--- config.mk ---
export PLATFORM = sky130hd
export DESIGN_NAME = bit_extend_pipe
export DESIGN_NICKNAME = d
export VERILOG_FILES = /design/src/rtl/bit_extend_pipe.sv
export SDC_FILE = /design/constraint.sdc
export NUM_CORES = 1
export LEC_CHECK = 0
export CAP_MARGIN = 20
export CORE_ASPECT_RATIO = 1.4
export CORE_MARGIN = 4
export CORE_UTILIZATION = 43
export CTS_BUF_LIST = sky130_fd_sc_hd__clkbuf_16
export DETAILED_ROUTE_END_ITERATION = 8
export GPL_TIMING_DRIVEN = 1
export PLACE_DENSITY = 0.76
export SYNTH_ARGS = -nofsm -noshare
export SYNTH_HDL_FRONTEND = slang
export SYNTH_SLANG_ARGS = --single-unit
--- constraint.sdc ---
create_clock -name clk -period 2 [get_ports clk]
set_clock_uncertainty 0.05 [all_clocks]
set_input_delay 0.3 -clock clk [delete_from_list [all_inputs] [get_ports clk]]
set_output_delay 0.3 -clock clk [all_outputs]
set_load 0.01 [all_outputs]
--- src/rtl/bit_extend_pipe.sv ---
// Bit-extension stage behind a 2-entry skid FIFO.
// The input word is widened when it is accepted, and the widened word is what gets buffered.
module bit_extend_pipe #(
  parameter int IN_W  = 16,
  parameter int OUT_W = 32
) (
  input  logic             clk,
  input  logic             rst_n,
  input  logic             flush,
  input  logic             in_valid,
  output logic             in_ready,
  input  logic [IN_W-1:0]  in_data,
  input  logic [1:0]       in_mode,
  output logic             out_valid,
  input  logic             out_ready,
  output logic [OUT_W-1:0] out_data,
  output logic [1:0]       count
);

  typedef enum logic [1:0] {
    MODE_ZERO = 2'd0,
    MODE_SIGN = 2'd1,
    MODE_REPL = 2'd2,
    MODE_ONES = 2'd3
  } mode_e;

  logic [1:0]       count_q, count_d;
  logic             wr_ptr_q, wr_ptr_d;
  logic             rd_ptr_q, rd_ptr_d;
  logic [OUT_W-1:0] mem_q [2];

  logic             fill;
  logic             repl;
  logic [OUT_W-1:0] ext_word;
  logic             push;
  logic             pop;

  always_comb begin
    fill = 1'b0;
    repl = 1'b0;
    unique case (mode_e'(in_mode))
      MODE_ZERO: fill = 1'b0;
      MODE_SIGN: fill = in_data[IN_W-1];
      MODE_REPL: begin
        fill = in_data[0];
        repl = 1'b1;
      end
      MODE_ONES: fill = 1'b1;
    endcase
  end

  // REPL overrides the low bits too; every other mode keeps in_data in the low field.
  for (genvar g = 0; g < OUT_W; g++) begin : g_ext
    if (g < IN_W) begin : g_lo
      assign ext_word[g] = repl ? in_data[0] : in_data[g];
    end else begin : g_hi
      assign ext_word[g] = fill;
    end
  end

  // rst_n gates ready so nothing is accepted while the block is held in reset.
  assign in_ready  = rst_n & (count_q < 2'd2) & ~flush;
  assign out_valid = (count_q != 2'd0);
  assign out_data  = out_valid ? mem_q[rd_ptr_q] : '0;
  assign count     = count_q;

  assign push = in_valid & in_ready;
  assign pop  = out_valid & out_ready & ~flush;

  always_comb begin
    count_d  = count_q;
    wr_ptr_d = wr_ptr_q;
    rd_ptr_d = rd_ptr_q;
    if (flush) begin
      count_d  = 2'd0;
      wr_ptr_d = 1'b0;
      rd_ptr_d = 1'b0;
    end else begin
      unique case ({push, pop})
        2'b10: begin
          count_d  = count_q + 2'd1;
          wr_ptr_d = ~wr_ptr_q;
        end
        2'b01: begin
          count_d  = count_q - 2'd1;
          rd_ptr_d = ~rd_ptr_q;
        end
        2'b11: begin
          wr_ptr_d = ~wr_ptr_q;
          rd_ptr_d = ~rd_ptr_q;
        end
        default: ;
      endcase
    end
  end

  always_ff @(posedge clk or negedge rst_n) begin
    if (!rst_n) begin
      count_q  <= 2'd0;
      wr_ptr_q <= 1'b0;
      rd_ptr_q <= 1'b0;
      mem_q[0] <= '0;
      mem_q[1] <= '0;
    end else begin
      count_q  <= count_d;
      wr_ptr_q <= wr_ptr_d;
      rd_ptr_q <= rd_ptr_d;
      if (push) begin
        mem_q[wr_ptr_q] <= ext_word;
      end
    end
  end

endmodule
==> flow_summary.ini <==
[run_status]
status = finished clean

[worst_setup_path]
regToRegSetupSlack_ns = 0.35
critPathLaunch = count[0]
endpoint_kind = primary output
r2r-start = count[1]
crit_path_max_fanout = 4
cp-start-kind = flop
r2r-end = mem_q[32]
worstPathRequired_ns = 1.65
path_class = reg -> out
cp.arrival_ns = 1.53
reg2reg_depth = 4

[cells_and_area]
seq_area_um2 = 952
num-nets-final = 254
area_delta_synth_final_pct = 38.3
diodes = 0
n_fill_cell = 400
multiInputGateArea_um2 = 920
drive_above_1_share = 0.284

[timing]
holdWs_ns = 0.111
relSlewSlack = 0.569
finalCriticalPeriod_ns = 1.88
finalHoldViolations = 0
fin_crit_sh = 0.939
fmax_mhz = 532
finalSetupViolCount = 0
drv_slew = 0
rsz0062_at_grt = false
setup_tns_ns = 0
tightest_slew_ns = 0.647

[floorplan]
fp.dieArea_um2 = 5910
start_util = 0.445
core_area_um2 = 4570
chipHeight_um = 89.4
die-width_um = 66.1
rows = 29
boundaryPins = 59

[synthesis]
ys_seq_area_frac = 0.468
synth_top_cell_by_area = dfrtp_1
syn_nets = 194
synth_area_leaders = dfrtp_1 47%, mux2_2 19%, mux2i_1 8.4%, buf_4 5.9%, a21o_1 5.5%
syn_area_per_cell_um2 = 11.9
synth_cell_types = 23
synth_area_um2 = 2030
yosysTopAreaCellShare = 0.468
netlist_instances = 171
yosys_warnings = 0
ys_ff_latch = 38

[drt]
wl_um = 4650
drcViolationCount = 0
wl_per_cell_um = 15.8
via_count = 1451
ant_nets = 0
viasPerCell = 4.94
drt_iter0_drc = 82
drt_first_pass_iters = 4

[power_and_ir_drop]
power.static_leakage_nw = 1.41
powerDensity_nw_per_um2 = 810
ir_worst_vdd_uv = 602

[global_routing]
antenna_found_initial = 0
grt-ovfl-total = 0
grt_max_degree = 37
grt_use_total = 0.168
grt_pass1_wl_um = 7460
grt_pass1_vias = 1549

[clock_network]
numCtsBuffers = 5
clk_pin_slew_ns = 0.05
htreeDepth = 2
tritoncts = yes
cts_buffer_depth = 2
clkSinkCount = 38
clk_latency_ns = 0.27
root_buffer = clkbuf_16

[hold_path]
min_path_type = in -> async

[flow_run]
maxCapViolations = 0

[placed_design]
post-dp-hpwl_um = 3260
place.gp.congestion = 0.734
io_buffers = 58
-- kinds of logic (layout without fill, tap and decap cells) --
kind of cell | Yosys count | in the layout | share of synthesized area
AOI/OAI and AO/OA | 22 | 22 | 0.0757
xor gates and xnor gates | 2 | 2 | 0.00862
buffers and inverters | 26 | 87 | 0.0868
DFF | 38 | 38 | 0.468
muxes | 51 | 51 | 0.272
and+or+nand+nor | 32 | 32 | 0.0892
-- worst max-delay path by stage --
stage / to / cells after the start / slack [ns]
after floorplan: out_data[17] / 5 / 0.05
after global placement: mem_q[35] / 5 / 0.04
after detailed placement: out_data[16] / 4 / -0.003
after CTS: out_valid / 5 / 0.04
after global routing: out_data[10] / 6 / 0.02
final: out_data[10] / 6 / 0.12
-- power breakdown --
group          internal [mW]  switching (mW)  leakage, nW
clock network          0.447           0.266       0.0663
registers              0.947          0.0914        0.475
logic                  0.314           0.210        0.865
-- Yosys cell counts --
cell type,count
a22oi_1,1
mux2_2,34
buf_4,16
nor2b_1,1
dfrtp_1,38
a32oi_1,1
clkbuf_1,4
or3_1,2
buf_2,3
mux2i_1,17
nor4_4,1
buf_6,2
and3b_1,1
o21ai_0,2
xor2_1,2
inv_1,1
a21o_1,15
nor2_1,22
nand2b_1,2
nor3b_1,1
a21oi_1,3
nor4b_4,1
nand2_2,1
-- sequential cells by signal, summed over array words and instances (netlist names) --
| name | flops |
|---|---|
| mem_q | 34 |
| count | 2 |
| rd_ptr_q | 1 |
| wr_ptr_q | 1 |
-- layer usage --
metal	global-route usage	vias to the layer above	wire length (µm)
met5	0	-	0
li1	-	695	-
met4	0.0665	0	63
met3	0.0289	4	143
met1	0.192	722	1930
met2	0.306	30	2510
-- per-stage QoR --
step | util | setup WS [ns] | power, mW | std cells | area [µm²]
global route | 0.615 | 0.0193 | 2.40 | 294 | 2810
finish | 0.615 | 0.121 | 2.28 | 294 | 2810
floorplan | - | 0.0496 | 1.37 | 171 | 2040
detailed placement | 0.578 | -0.00336 | 1.59 | 281 | 2640
global placement | 0.578 | 0.0423 | 1.57 | 281 | 2640
CTS | 0.613 | 0.0378 | 2.30 | 294 | 2800
-- final cells by class --
cell class | count | share of cell area
Clock inverter | 3 | 0.00401
Sequential cell | 38 | 0.339
Multi-Input combinational cell | 107 | 0.327
Inverter | 1 | 0.00134
Timing Repair Buffer | 78 | 0.257
Tap cell | 62 | 0.0276
Clock buffer | 5 | 0.0445
-- critical path, stage by stage, from the launching register on --
cell and delay, ns:
dfrtp_1 0.37, nor2_2 0.05, buf_4 0.14, buf_4 0.14
buf_4 0.15, nor2_1 0.13, dlygate4sd2_1 0.28
-- what timing repair did --
action,in CTS,in global routing
hold buffers,1,0
endpoints found under the setup margin,33,4
resized for setup,36,3
endpoints found under the hold margin,2,0
pin swaps,1,0
setup buffers,4,0
-- cells in the final DEF, fill, tap and decap left out, drive strengths merged, types with 2 or more instances in the layout --
| cell type | netlist | final |
|---|---|---|
| clkdlybuf4s50 | 0 | 23 |
| dfrtp | 38 | 38 |
| nand2b | 2 | 2 |
| a21o | 15 | 15 |
| mux2i | 17 | 17 |
| xor2 | 2 | 2 |
| dlygate4sd2 | 0 | 32 |
| nor2 | 22 | 22 |
| buf | 21 | 20 |
| or3 | 2 | 2 |
| clkbuf | 4 | 5 |
| clkinv | 0 | 3 |
| o21ai | 2 | 2 |
| mux2 | 34 | 34 |
| a21oi | 3 | 3 |
| dlymetal6s2s | 0 | 2 |
Power figures use the tool's default switching activity.
